--- src/rtl/inst_fetch_queue_if.sv ---
// Fetch-to-decode queue interface.
// Groups the IF2 push side, the issue pop count, the flush and the decode view.
//   master : driven by the fetch/issue side (inputs of the queue), reads the view.
//   slave  : the queue itself.
// Signals:
//   i_flush                     synchronous queue clear
//   i_PC1/i_IR1, i_PC2/i_IR2    older / younger incoming {PC, IR}
//   i_is_valid                  [1] slot1 valid, [0] slot2 valid
//   i_pop_num                   entries consumed this cycle (3 behaves as 2)
//   o_PC1/o_IR1, o_PC2/o_IR2    head / head+1 entry, zero when not valid
//   o_is_valid                  [1] head valid, [0] head+1 valid
//   o_is_full                   fewer than two free entries
//   o_count                     occupancy
interface inst_fetch_queue_if #(
    parameter int unsigned DEPTH = 8
);
    localparam int unsigned PTR_W = $clog2(DEPTH);

    logic             i_flush;
    logic [31:0]      i_PC1;
    logic [31:0]      i_IR1;
    logic [31:0]      i_PC2;
    logic [31:0]      i_IR2;
    logic [1:0]       i_is_valid;
    logic [1:0]       i_pop_num;
    logic [31:0]      o_PC1;
    logic [31:0]      o_IR1;
    logic [31:0]      o_PC2;
    logic [31:0]      o_IR2;
    logic [1:0]       o_is_valid;
    logic             o_is_full;
    logic [PTR_W:0]   o_count;

    modport master (
        output i_flush, i_PC1, i_IR1, i_PC2, i_IR2, i_is_valid, i_pop_num,
        input  o_PC1, o_IR1, o_PC2, o_IR2, o_is_valid, o_is_full, o_count
    );

    modport slave (
        input  i_flush, i_PC1, i_IR1, i_PC2, i_IR2, i_is_valid, i_pop_num,
        output o_PC1, o_IR1, o_PC2, o_IR2, o_is_valid, o_is_full, o_count
    );
endinterface

--- src/rtl/inst_fetch_queue.sv ---
// Dual-issue instruction queue between IF2 and the two ID decoders.
// Circular buffer of DEPTH {PC, IR} entries; accepts up to two pairs per cycle,
// presents the oldest two, drains up to two per cycle, cleared by i_flush.
// Ports:
//   clk   system clock
//   rstn  asynchronous active-low reset (pointers and count only; storage is not reset)
//   ifq   inst_fetch_queue_if.slave (push, pop, flush and decode view)
// Build option:
//   IFQ_BYPASS_EN  when defined, an empty queue forwards incoming slots straight to the
//                  decode view in the same cycle; consumed bypassed slots are never stored.
module inst_fetch_queue #(
    parameter int unsigned DEPTH = 8
) (
    input logic                 clk,
    input logic                 rstn,
    inst_fetch_queue_if.slave   ifq
);
    localparam int unsigned    PTR_W     = $clog2(DEPTH);
    localparam logic [PTR_W:0] CntOne    = (PTR_W + 1)'(1);
    localparam logic [PTR_W:0] CntTwo    = (PTR_W + 1)'(2);
    localparam logic [PTR_W:0] FullLimit = (PTR_W + 1)'(DEPTH - 2);

    logic [31:0]      pc_mem [DEPTH];
    logic [31:0]      ir_mem [DEPTH];

    logic [PTR_W-1:0] head_q, head_d, tail_q, tail_d;
    logic [PTR_W:0]   count_q, count_d;

    logic             full, bypass, push_acc;
    logic [1:0]       in_n, pop_req, avail, pop_eff, skip, head_adv, push_eff;
    logic [31:0]      c0_pc, c0_ir, c1_pc, c1_ir, wr0_pc, wr0_ir;
    logic             wr0_en, wr1_en;
    logic             v1, v2;
    logic [31:0]      pc1, ir1, pc2, ir2;
    logic [PTR_W-1:0] head_p1, tail_p1;

    assign head_p1 = head_q + 1'b1;
    assign tail_p1 = tail_q + 1'b1;

    always_comb begin
        in_n    = {1'b0, ifq.i_is_valid[1]} + {1'b0, ifq.i_is_valid[0]};
        // Compacted incoming list: slot2 moves up when slot1 is empty.
        c0_pc   = ifq.i_is_valid[1] ? ifq.i_PC1 : ifq.i_PC2;
        c0_ir   = ifq.i_is_valid[1] ? ifq.i_IR1 : ifq.i_IR2;
        c1_pc   = ifq.i_PC2;
        c1_ir   = ifq.i_IR2;

        pop_req = (ifq.i_pop_num == 2'd3) ? 2'd2 : ifq.i_pop_num;
        full    = count_q > FullLimit;
`ifdef IFQ_BYPASS_EN
        bypass  = (count_q == '0) && !ifq.i_flush;
`else
        bypass  = 1'b0;
`endif
        if (bypass) begin
            avail = in_n;
        end else if (count_q >= CntTwo) begin
            avail = 2'd2;
        end else begin
            avail = {1'b0, count_q[0]};
        end
        pop_eff  = (pop_req < avail) ? pop_req : avail;

        // Bypassed slots that are consumed never reach storage; stored entries pop via head.
        skip     = bypass ? pop_eff : 2'd0;
        head_adv = bypass ? 2'd0 : pop_eff;
        push_acc = !full && !ifq.i_flush;
        push_eff = push_acc ? (in_n - skip) : 2'd0;

        wr0_pc   = (skip == 2'd0) ? c0_pc : c1_pc;
        wr0_ir   = (skip == 2'd0) ? c0_ir : c1_ir;
        wr0_en   = push_eff != 2'd0;
        wr1_en   = push_eff == 2'd2;

        if (ifq.i_flush) begin
            head_d  = '0;
            tail_d  = '0;
            count_d = '0;
        end else begin
            head_d  = head_q + PTR_W'(head_adv);
            tail_d  = tail_q + PTR_W'(push_eff);
            count_d = count_q - (PTR_W + 1)'(head_adv) + (PTR_W + 1)'(push_eff);
        end
    end

    always_ff @(posedge clk or negedge rstn) begin
        if (!rstn) begin
            head_q  <= '0;
            tail_q  <= '0;
            count_q <= '0;
        end else begin
            head_q  <= head_d;
            tail_q  <= tail_d;
            count_q <= count_d;
        end
    end

    always_ff @(posedge clk) begin
        if (wr0_en) begin
            pc_mem[tail_q] <= wr0_pc;
            ir_mem[tail_q] <= wr0_ir;
        end
        if (wr1_en) begin
            pc_mem[tail_p1] <= c1_pc;
            ir_mem[tail_p1] <= c1_ir;
        end
    end

    always_comb begin
        if (bypass) begin
            v1  = in_n != 2'd0;
            v2  = in_n == 2'd2;
            pc1 = c0_pc;
            ir1 = c0_ir;
            pc2 = c1_pc;
            ir2 = c1_ir;
        end else begin
            v1  = count_q >= CntOne;
            v2  = count_q >= CntTwo;
            pc1 = pc_mem[head_q];
            ir1 = ir_mem[head_q];
            pc2 = pc_mem[head_p1];
            ir2 = ir_mem[head_p1];
        end
        ifq.o_is_valid = {v1, v2};
        ifq.o_PC1      = v1 ? pc1 : 32'h0;
        ifq.o_IR1      = v1 ? ir1 : 32'h0;
        ifq.o_PC2      = v2 ? pc2 : 32'h0;
        ifq.o_IR2      = v2 ? ir2 : 32'h0;
        ifq.o_is_full  = full;
        ifq.o_count    = count_q;
    end
endmodule

--- src/flat_wrapper.sv ---
// flat-port wrapper written by rule: the top's interface ports become plain ports
module inst_fetch_queue_flat 
#(
    parameter int unsigned DEPTH = 8
)
  (clk, rstn, ifq_i_flush, ifq_i_PC1, ifq_i_IR1, ifq_i_PC2, ifq_i_IR2, ifq_i_is_valid, ifq_i_pop_num, ifq_o_PC1, ifq_o_IR1, ifq_o_PC2, ifq_o_IR2, ifq_o_is_valid, ifq_o_is_full, ifq_o_count);
  inst_fetch_queue_if #(.DEPTH(DEPTH)) ifq_i ();
  input logic clk;
  input logic rstn;
  input wire logic [$bits(ifq_i.i_flush)-1:0] ifq_i_flush;
  input wire logic [$bits(ifq_i.i_PC1)-1:0] ifq_i_PC1;
  input wire logic [$bits(ifq_i.i_IR1)-1:0] ifq_i_IR1;
  input wire logic [$bits(ifq_i.i_PC2)-1:0] ifq_i_PC2;
  input wire logic [$bits(ifq_i.i_IR2)-1:0] ifq_i_IR2;
  input wire logic [$bits(ifq_i.i_is_valid)-1:0] ifq_i_is_valid;
  input wire logic [$bits(ifq_i.i_pop_num)-1:0] ifq_i_pop_num;
  output wire logic [$bits(ifq_i.o_PC1)-1:0] ifq_o_PC1;
  output wire logic [$bits(ifq_i.o_IR1)-1:0] ifq_o_IR1;
  output wire logic [$bits(ifq_i.o_PC2)-1:0] ifq_o_PC2;
  output wire logic [$bits(ifq_i.o_IR2)-1:0] ifq_o_IR2;
  output wire logic [$bits(ifq_i.o_is_valid)-1:0] ifq_o_is_valid;
  output wire logic [$bits(ifq_i.o_is_full)-1:0] ifq_o_is_full;
  output wire logic [$bits(ifq_i.o_count)-1:0] ifq_o_count;
  assign ifq_i.i_flush = ifq_i_flush;
  assign ifq_i.i_PC1 = ifq_i_PC1;
  assign ifq_i.i_IR1 = ifq_i_IR1;
  assign ifq_i.i_PC2 = ifq_i_PC2;
  assign ifq_i.i_IR2 = ifq_i_IR2;
  assign ifq_i.i_is_valid = ifq_i_is_valid;
  assign ifq_i.i_pop_num = ifq_i_pop_num;
  assign ifq_o_PC1 = ifq_i.o_PC1;
  assign ifq_o_IR1 = ifq_i.o_IR1;
  assign ifq_o_PC2 = ifq_i.o_PC2;
  assign ifq_o_IR2 = ifq_i.o_IR2;
  assign ifq_o_is_valid = ifq_i.o_is_valid;
  assign ifq_o_is_full = ifq_i.o_is_full;
  assign ifq_o_count = ifq_i.o_count;
  inst_fetch_queue #(.DEPTH(DEPTH)) u_core (.clk(clk), .rstn(rstn), .ifq(ifq_i));
endmodule
--- config.mk ---
export PLATFORM = sky130hd
export DESIGN_NAME = inst_fetch_queue_flat
export DESIGN_NICKNAME = d
export VERILOG_FILES = /design/src/rtl/inst_fetch_queue_if.sv /design/src/rtl/inst_fetch_queue.sv /design/src/flat_wrapper.sv
export SDC_FILE = /design/constraint.sdc
export NUM_CORES = 1
export LEC_CHECK = 0
export CAP_MARGIN = 10
export CORE_MARGIN = 10
export CORE_UTILIZATION = 50
export CTS_BUF_LIST = sky130_fd_sc_hd__clkbuf_8
export DETAILED_ROUTE_END_ITERATION = 8
export PLACE_DENSITY = 0.71
export SLEW_MARGIN = 10
export SYNTH_ARGS = -nofsm -noshare
export SYNTH_HDL_FRONTEND = slang
export SYNTH_SLANG_ARGS = --single-unit
--- constraint.sdc ---
create_clock -name clk -period 20.9 [get_ports clk]
set_clock_uncertainty 0.15 [all_clocks]
set_input_delay 4.18 -clock clk [delete_from_list [all_inputs] [get_ports clk]]
set_output_delay 4.18 -clock clk [all_outputs]
set_load 0.05 [all_outputs]
==> results of run 1 <==
per-stage QoR:
stage	std cells	util, %	total power [mW]
after floorplan	2011	-	3.21
after global placement	2977	55.9	4.11
after detailed placement	2977	55.9	4.13
after CTS	3148	58.5	5.00
after global routing	3150	58.5	5.16
final	3150	58.5	4.98
sequential cells by signal, summed over array words and instances, names as in the netlist:
name                flops
u_core.ir_mem         256
u_core.pc_mem         256
u_core.tail_q           3
u_core.ifq.o_count      4
u_core.head_q           3
power by group through the flow:
stage | Clock [mW] | Combinational (mW) | Sequential [mW]
6_report | 0.867 | 2.82 | 1.29
5_1_grt | 0.926 | 2.93 | 1.30
4_1_cts | 0.879 | 2.83 | 1.29
3_3_place_gp | 0 | 2.80 | 1.31
2_1_floorplan | 0 | 1.94 | 1.27
3_5_place_dp | 0 | 2.82 | 1.31
area by class of cell:
type                    instances  area, um^2
multi-input cells            1300       14900
diodes                          2        5.00
fillers                      4891       25700
inverters                      15        56.3
clock inverters                77         347
clock buffers                  94        1290
repair buffers                303        2950
flip-flops and latches        522       15600
well taps                     837        1050
worst max path at each step:
stage                                  from             endpoint  slack, ps  cells past startpoint
after floorplan           ifq_i_is_valid[0]  u_core.ir_mem[6][0]      10680                      4
after global placement     u_core.head_q[1]        ifq_o_IR1[25]      11770                      6
after detailed placement   u_core.head_q[1]         ifq_o_IR1[1]      11650                      6
after CTS                  u_core.head_q[1]         ifq_o_IR1[1]      10900                      6
after global routing       u_core.head_q[1]         ifq_o_IR1[1]      10710                      6
final                      u_core.head_q[1]         ifq_o_IR1[3]      10870                      6
Yosys cell counts:
cell | n | area, um^2
buf_1 | 15 | 56.3
ha_1 | 14 | 175
nor2b_1 | 11 | 68.8
mux2_2 | 705 | 7940
nand2_1 | 2 | 7.51
o22ai_1 | 64 | 400
buf_6 | 40 | 450
buf_4 | 2 | 15.0
o211ai_1 | 5 | 37.5
o31ai_1 | 2 | 15.0
or2_2 | 1 | 6.26
mux4_2 | 128 | 2880
nor4b_4 | 1 | 23.8
clkbuf_1 | 54 | 203
o2111ai_1 | 8 | 70.1
and2_1 | 2 | 12.5
a21o_1 | 1 | 7.51
a22o_1 | 128 | 1120
a21oi_1 | 3 | 15.0
xor2_1 | 3 | 26.3
a21boi_1 | 1 | 7.51
fa_1 | 4 | 80.1
o211a_1 | 1 | 10.0
inv_1 | 15 | 56.3
xnor2_1 | 3 | 26.3
edfxtp_1 | 512 | 15400
o21ai_0 | 9 | 45.0
dfrtp_1 | 10 | 250
nand2b_1 | 1 | 6.26
nor2_1 | 11 | 41.3
mux2i_1 | 128 | 1280
nor3_1 | 64 | 320
buf_2 | 63 | 315
layer usage:
layer,vias to the layer above,GRT usage [%],part of all wire (%),routed length [um]
met5,-,0.270,0,0
met4,0,9.31,2.9,2730
met3,188,5.16,8.2,7810
met2,1071,42.3,49,46800
met1,10677,32.4,40,38200
li1,8724,-,-,-
worst reg2reg max path, cell delays in order, from the launching register on:
cell and delay, ps:
dfrtp_1 480, ha_1 260, xnor2_1 740, o2111ai_4 780
o21ai_4 690, buf_4 830
logic make-up (layout without fill, tap and decap cells):
group | Yosys count | after routing | share of synthesized area [%]
AOI/OAI and AO/OA | 222 | 222 | 5.52
xor gates and xnor gates | 6 | 6 | 0.168
adders and majority gates | 18 | 18 | 0.814
buffers and inverters | 189 | 489 | 3.50
DFF | 522 | 522 | 49.8
muxes | 961 | 961 | 38.6
other | 0 | 2 | 0
and+or+nand+nor | 93 | 93 | 1.55
==> results.md, run 1 <==
- Run status: complete, no violations
- CP Data Required Time: 16570 ps
- CP Capture Type: output port
- Final Cell Area: 0.0363 mm^2
- Logic pwr share: 56.7%
- Longest Clk Path Bufs: 3
- DRT Pass-1 Iters: 5
- Starting Density: 50.6%
- Syn. warnings: 0
- DRC Markers: 0
- Top Ports: 270
- Sequential area share after synthesis: 49.8%
- Most frequent cells in the layout: 705 x mux2_2, 512 x edfxtp_1, 268 x clkdlybuf4s50_1
- CTS buffer count: 92
- Commonest non-fill, non-tap cell in the layout: mux2_2
- Post-CTS resize count: 0
- Slowest-stage cell, CP: dfrtp_4
- Psw: 2.26 mW
- Final setup fails: 0
- Setup slack after layout: 10870 ps
- R2r worst-path depth: 5
- # H-tree levels: 3
- Max-Cap Viols: 0
- Total track usage: 25.4%
- Vias in the first global route: 21.8k
- Final Critical Period: 10030 ps
- Maximum VDD drop: 0.000131 V
- Period utilisation layout: 48.0%
- CTS tree: yes
- RR Startpoint: u_core.tail_q[1]
- Setup TNS: 0 ps
- Leakage: 11.9 nW
- Via count: 20.7k
- Element type at the critical path start: register
- RSZ-0062 raised after global routing: false
- CP bufs+invs: 3
- Die Ht: 270 um
- Crit Path Class: reg -> out
- Yosys cell types: 33
- Site row count: 91
- Root buffer cell: clkbuf_8
- Flop2flop setup slack: 16570 ps
- Clock Sink Count: 522
- Power Density: 137 mW/mm^2
- Worst-path cell chain: buf_4 -> buf_4 -> mux2_2 -> o22ai_1 -> nor3_1 -> clkdlybuf4s50_1
- Clk_lat worst skew: 680 ps
- RePlAce Congestion: 0.794
- Gate count of the mapped netlist: 2011
- Wire per inst: 30.3 um
- Switching part of the total: 45.4%
- Initial antenna violation count: 3
- Fin. max-slew vios: 0
- Initial DRC count: 2129
- Sequential power share: 25.9%
- Kind of cell adding the most delay to the critical path: buffers and inverters
- Clock-pin slew on the worst setup and hold paths: 60 ps
- WHS: 542 ps
- CP dominant cell by count: buf_4
- WHS Path Cells: 2
- Final hold violations: 0
- Hold_buf cts: 0
- Hold Path Class: reg -> reg
- Synth Area per Inst: 15.6 um^2
- Die Width: 270 um
- Crit Path Max Fanout: 70
- FMAX: 99.7 MHz
- Area Growth Syn to Fin: 15.6%
- Syn_nets: 2164
- Die area: 0.0731 mm^2
- Hold Path Sink: u_core.tail_q[2]
- Worst-Margin Slew: 1290 ps
- Dpl cell area: 0.0346 mm^2
- Port Buffer Count: 269
- NumNets Final: 2387
- Crit path DAT: 5700 ps
- P_int: 2.72 mW
- Routed wire length: 95600 um
- Synthesized area: 0.0313 mm^2
- Worst r2r dst: u_core.pc_mem[0][4]
- Vias per cell: 6.56
- Pre-CTS setup slack: 11650 ps
- Slowest stage delay, CP: 1080 ps
- Final ANT Viol Nets: 0
- Largest net degree at the start of global routing: 71
- Post-CTS Setup Bufs: 0
- First-pass GRT wire length: 142000 um
- Register bit total from synthesis: 522
- Layout cells sized above 1: 43.5%
- DPL Wire Length: 53000 um
- Clock Power Share: 17.4%
- Grt total ovfl: 0
- Hold Crit Start: u_core.tail_q[2]
- Core Region: 0.0619 mm^2
- Slew HR: 14.1%
Power figures use the tool's default switching activity.
==> run 2, diff against run 1 <==
==> constraint.sdc (replaced) <==
create_clock -name clk -period 10.3 [get_ports clk]
set_clock_uncertainty 0.15 [all_clocks]
set_input_delay 2.06 -clock clk [delete_from_list [all_inputs] [get_ports clk]]
set_output_delay 2.06 -clock clk [all_outputs]
set_load 0.05 [all_outputs]
==> run 2 against run 1 <==
Effect of this change:
- first-iteration DRC count is 6.7% lower
- register-to-register slack worse by 11000 ps
- sequential power is 100% higher
- wire length is 0.55% higher
- largest power group unchanged
- critical endpoint is now ifq_o_IR2[3]
- worst hold slack better by 7.1 ps
- clock power is 100% higher
- global-route usage is 0.28 points higher
- utilization hardly changed
- via count is 1.3% lower
==> results.md, run 2 (synthesized netlist as in run 1, its figures left out) <==
- Dpl cell area: 0.0346 mm^2 (about the same)
- Clock Sink Count: 522 (unchanged)
- Root buffer cell: clkbuf_8
- RePlAce Congestion: 0.814 (+2.5%)
- # H-tree levels: 3 (unchanged)
- Die area: 0.0731 mm^2 (unchanged)
- CTS tree: yes
- Post-CTS Setup Bufs: 0 (unchanged)
- Initial DRC count: 1987 (-6.7%)
- Pre-CTS setup slack: 3620 ps (-8040 ps)
- Vias in the first global route: 22.0k (+1.1%)
- Largest net degree at the start of global routing: 137 (+93%)
- Slowest-stage cell, CP: dfrtp_4
- Fin. max-slew vios: 0 (unchanged)
- Final Critical Period: 6920 ps
- Final ANT Viol Nets: 0 (unchanged)
- NumNets Final: 2385 (-0.084%)
- Longest Clk Path Bufs: 3 (unchanged)
- Finished Core Util: 58.5% (about the same)
- Leakage: 11.9 nW (-0.21%)
- Site row count: 91 (unchanged)
- Top Ports: 270 (unchanged)
- RSZ-0062 raised after global routing: false
- Slew HR: 11.4% (-2.7 points)
- Post-CTS resize count: 0 (unchanged)
- Hold_buf cts: 0 (unchanged)
- Power Density: 279 mW/mm^2 (+100%)
- Die Ht: 270 um (unchanged)
- Pwr Total: 10.1 mW (+100%)
- Slowest stage delay, CP: 1090 ps (about the same)
- Clock-pin slew on the worst setup and hold paths: 50 ps (about the same)
- Starting Density: 50.6% (unchanged)
- Initial antenna violation count: 2 (-1)
- Element type at the critical path start: register
- Setup slack after layout: 3380 ps (-7490 ps)
- Wire per inst: 30.6 um (+0.87%)
- Start point of the critical path: u_core.head_q[1]
- Layout cells sized above 1: 43.6% (+0.059 points)
- Die Width: 270 um (unchanged)
- FMAX: 144 MHz
- Period utilisation layout: 67.2%
- Core Region: 0.0619 mm^2 (unchanged)
- Total track usage: 25.7% (+0.28 points)
- Commonest non-fill, non-tap cell in the layout: mux2_2
- Clk_lat worst skew: 670 ps (about the same)
- Maximum VDD drop: 0.000487 V (+270%)
- First-pass GRT wire length: 143000 um (+0.28%)
- Vias per cell: 6.49 (-1.0%)
- CTS buffer count: 92 (unchanged)
- Max-Cap Viols: 0 (unchanged)
- Most frequent cells in the layout: 705 x mux2_2, 512 x edfxtp_1, 268 x clkdlybuf4s50_1
- CP Capture Type: output port
- Final hold violations: 0 (unchanged)
- Grt total ovfl: 0 (unchanged)
- RR Startpoint: u_core.tail_q[1]
- Area Growth Syn to Fin: 15.6% (about the same)
- Hold Path Class: reg -> reg
- CP Data Required Time: 8090 ps (-8480 ps)
- DPL Wire Length: 51600 um (-2.8%)
- Final setup fails: 0 (unchanged)
- Run status: complete, no violations
- Worst-Margin Slew: 1330 ps (+40.3 ps)
- Via count: 20.4k (-1.3%)
- DRT Pass-1 Iters: 6 (+1)
- DRC Markers: 0 (unchanged)
- Crit path DAT: 4710 ps (-990 ps)
- Crit Path Max Fanout: 64 (-8.6%)
- Routed wire length: 96100 um (+0.55%)
- Port Buffer Count: 269 (unchanged)
- Setup TNS: 0 ps (unchanged)
- Crit Path Class: reg -> out
- Final Cell Area: 0.0362 mm^2 (about the same)
- Worst-path cell chain: ha_4 -> xor2_1 -> nor2b_4 -> buf_4 -> a22o_1 -> clkdlybuf4s50_1
- Hold Crit Start: u_core.tail_q[2]
[run 2: final timing paths]
kind / end / slack (ps) / depth (start not counted)
worst max-delay path: ifq_o_IR2[3] / 3380 / 6
worst min-delay path: u_core.tail_q[2] / 550 / 2
worst max register to register: u_core.ir_mem[0][2] / 5930 / 5
worst min register to register: u_core.tail_q[2] / 550 / 2
max in group asynchronous: u_core.head_q[1] / 8060 / 1
min in group asynchronous: u_core.head_q[0] / 1570 / 1
[run 2: power by group]
group | switching, mW | leakage [nW] | internal, mW
clock network | 0.873 | 0.930 | 0.861
registers | 0.133 | 4.76 | 2.47
logic | 3.60 | 6.20 | 2.18
[run 2: metal layers]
metal  GRT usage (%)  wire length (um)  up-vias  share of wire [%]
met2            43.7             47800     1021                 50
met5               0                 0        -                  0
li1                -                 -     8691                  -
met1            32.1             37300    10479                 39
met4            10.0              3100        0                3.2
met3            4.75              7880      192                8.2
[run 2: worst max-delay path, delay by kind of cell, from the launching register on]
family	cells	cell delay [ps]
compound gates	1	400
buf+inv	2	1790
flops	1	1090
fa+ha+maj	1	230
xor+xnor	1	280
simple gates	1	200
[run 2: final cells by class]
class	count	area [um^2]
clock inverter	70	322
multi-input combinational	1300	14900
inverter	15	56.3
antenna	2	5.00
fill	4823	25700
clock buffer	93	1280
tap	837	1050
sequential	522	15600
timing repair buffer	301	2960
[run 2: per-stage QoR]
step / instances / hold WS, ps
global placement: 2975 / 497
detailed placement: 2975 / 511
CTS: 3138 / 524
finish: 3140 / 549
floorplan: 2011 / 441
global route: 3140 / 590
==> run 3, diff against run 2 <==
==> constraint.sdc (replaced) <==
create_clock -name clk -period 7.12 [get_ports clk]
set_clock_uncertainty 0.15 [all_clocks]
set_input_delay 1.424 -clock clk [delete_from_list [all_inputs] [get_ports clk]]
set_output_delay 1.424 -clock clk [all_outputs]
set_load 0.05 [all_outputs]
==> run 3 against run 2 <==
Effect of this change:
- flip-flop and latch count unchanged
- largest power group unchanged
- final cell count is 0.25% higher
- critical path type unchanged
- power grew 47%
- worst hold slack got worse by 21 ps
==> results.md, run 3 (synthesized netlist as in run 1, its figures left out) <==
- Run status: complete, no violations
- FMAX: 167 MHz
- Initial antenna violation count: 7 (+5)
- Hold_buf cts: 0 (unchanged)
- Post-CTS resize count: 0 (unchanged)
- First-pass GRT wire length: 142000 um (-0.68%)
- Clock-pin slew on the worst setup and hold paths: 70 ps (+20 ps)
- Total track usage: 25.6% (-0.13 points)
- Final Critical Period: 5980 ps
- Maximum VDD drop: 0.000387 V (-21%)
- Final hold violations: 0 (unchanged)
- DPL Wire Length: 54100 um (+4.9%)
- Finished Core Util: 59.0% (+0.55 points)
- Placed instance count: 2987 (+0.40%)
- Initial DRC count: 1980 (-0.35%)
- Root buffer cell: clkbuf_8
- Final ANT Viol Nets: 0 (unchanged)
- # fillers: 4885 (+1.3%)
- Final setup fails: 0 (unchanged)
- CTS tree: yes
- Power Density: 405 mW/mm^2 (+45%)
- Fin. max-slew vios: 0 (unchanged)
- Dpl cell area: 0.0348 mm^2 (+0.59%)
- CP Capture Type: output port
- Grt total ovfl: 0 (unchanged)
- Period utilisation layout: 84.0%
- RSZ-0062 raised after global routing: false
- Vias per cell: 6.54 (+0.69%)
- Die Width: 270 um (unchanged)
- WHS Path Cells: 2 (unchanged)
- # H-tree levels: 3 (unchanged)
- Final Cell Area: 0.0366 mm^2 (+0.94%)
- Via count: 20.6k (+0.94%)
- Port Buffer Count: 269 (unchanged)
- Fin cells: 3148 (+0.25%)
- DRC Markers: 0 (unchanged)
- Multi-input logic area: 0.0149 mm^2 (unchanged)
- Sequential Area: 0.0156 mm^2 (unchanged)
- Element type at the critical path start: register
- DRT Pass-1 Iters: 5 (-1)
- NumNets Final: 2397 (+0.50%)
- Core Region: 0.0619 mm^2 (unchanged)
- Post-CTS Setup Bufs: 0 (unchanged)
- Clock Sink Count: 522 (unchanged)
- Starting Density: 50.6% (unchanged)
- Commonest non-fill, non-tap cell in the layout: mux2_2
- Crit Path Class: reg -> out
- Slew HR: 14.4% (+2.9 points)
- Setup TNS: 0 ps (unchanged)
- Crit path DAT: 4410 ps (-300 ps)
- CTS buffer count: 91 (-1.1%)
- RePlAce Congestion: 0.788 (-3.2%)
- Worst-Margin Slew: 1280 ps (-47.0 ps)
- Layout cells sized above 1: 44.4% (+0.80 points)
- Top Ports: 270 (unchanged)
- Crit Path Max Fanout: 42 (-34%)
- CP Data Required Time: 5550 ps (-2540 ps)
- Wire per inst: 30.6 um (-0.11%)
- Die Ht: 270 um (unchanged)
- Vias in the first global route: 21.8k (-0.89%)
- Max-Cap Viols: 0 (unchanged)
- Area Growth Syn to Fin: 16.6%
- Most frequent cells in the layout: 705 x mux2_2, 512 x edfxtp_1, 268 x clkdlybuf4s50_1
- R2r worst-path depth: 6 (+1)
- Clk_lat worst skew: 670 ps (about the same)
- Routed wire length: 96200 um (+0.15%)
- Hold Path Class: reg -> reg
- Die area: 0.0731 mm^2 (unchanged)
- Site row count: 91 (unchanged)
- Longest Clk Path Bufs: 3 (unchanged)
- Largest net degree at the start of global routing: 129 (-5.8%)
- Leakage: 12.0 nW (+1.1%)
-- run 3: cell types whose count changed in the layout (fill, tap and decap cells not counted) --
cell / change
inv_1: -5
buf_12: +10
inv_8: +2
clkinv_2: +2
clkinv_1: -10
clkinvlp_4: -1
inv_6: -2
bufinv_16: +4
buf_4: +3
clkbuf_8: +3
diode_2: +2
-- run 3: routing by layer --
| layer | GRT usage (%) | wire (um) | vias to the layer above | part of all wire (%) |
|---|---|---|---|---|
| met1 | 32.8 | 38000 | 10620 | 40 |
| met5 | 0 | 34 | - | 0.035 |
| met4 | 9.91 | 3140 | 6 | 3.3 |
| met3 | 4.12 | 7540 | 197 | 7.8 |
| li1 | - | - | 8730 | - |
| met2 | 43.0 | 47500 | 1022 | 49 |
-- run 3: power breakdown --
part | total, mW | switching (mW) | internal, mW
Combinational | 8.39 | 5.20 | 3.19
Sequential | 3.73 | 0.162 | 3.57
Clock | 2.68 | 1.26 | 1.42
Total | 14.8 | 6.62 | 8.19
-- run 3: final timing paths --
path                                            start               endpoint  slack [ps]
min in group asynchronous                        rstn  u_core.ifq.o_count[2]         920
worst max register to register  u_core.ifq.o_count[3]    u_core.pc_mem[5][6]        3090
worst max-delay path                 u_core.head_q[0]          ifq_o_PC2[21]        1140
worst min-delay path                 u_core.tail_q[2]       u_core.tail_q[2]         530
max in group asynchronous                        rstn       u_core.head_q[1]        5540
worst min register to register       u_core.tail_q[2]       u_core.tail_q[2]         530
-- run 3: area by class of cell --
cell class	count	area share [%]
Clock buffer	96	3.61
Multi-Input combinational cell	1300	40.8
Clock inverter	60	1.07
Tap cell	837	2.86
Antenna cell	4	0.0274
Inverter	15	0.154
Timing Repair Buffer	314	8.69
Sequential cell	522	42.8
-- run 3: critical path, cell delays in order (launching register included) --
cell	delay [ps]
dfrtp_4	950
ha_4	770
buf_12	360
mux4_2	550
a22o_1	300
clkdlybuf4s50_1	730
-- run 3: through the flow --
step | hold WS, ps | setup slack (ps) | total power [mW]
6_report | 527 | 1140 | 14.8
5_1_grt | 570 | 991 | 15.3
4_1_cts | 525 | 1110 | 14.9
3_5_place_dp | 504 | 1850 | 12.2
3_3_place_gp | 493 | 1920 | 12.1
2_1_floorplan | 441 | -345 | 9.40
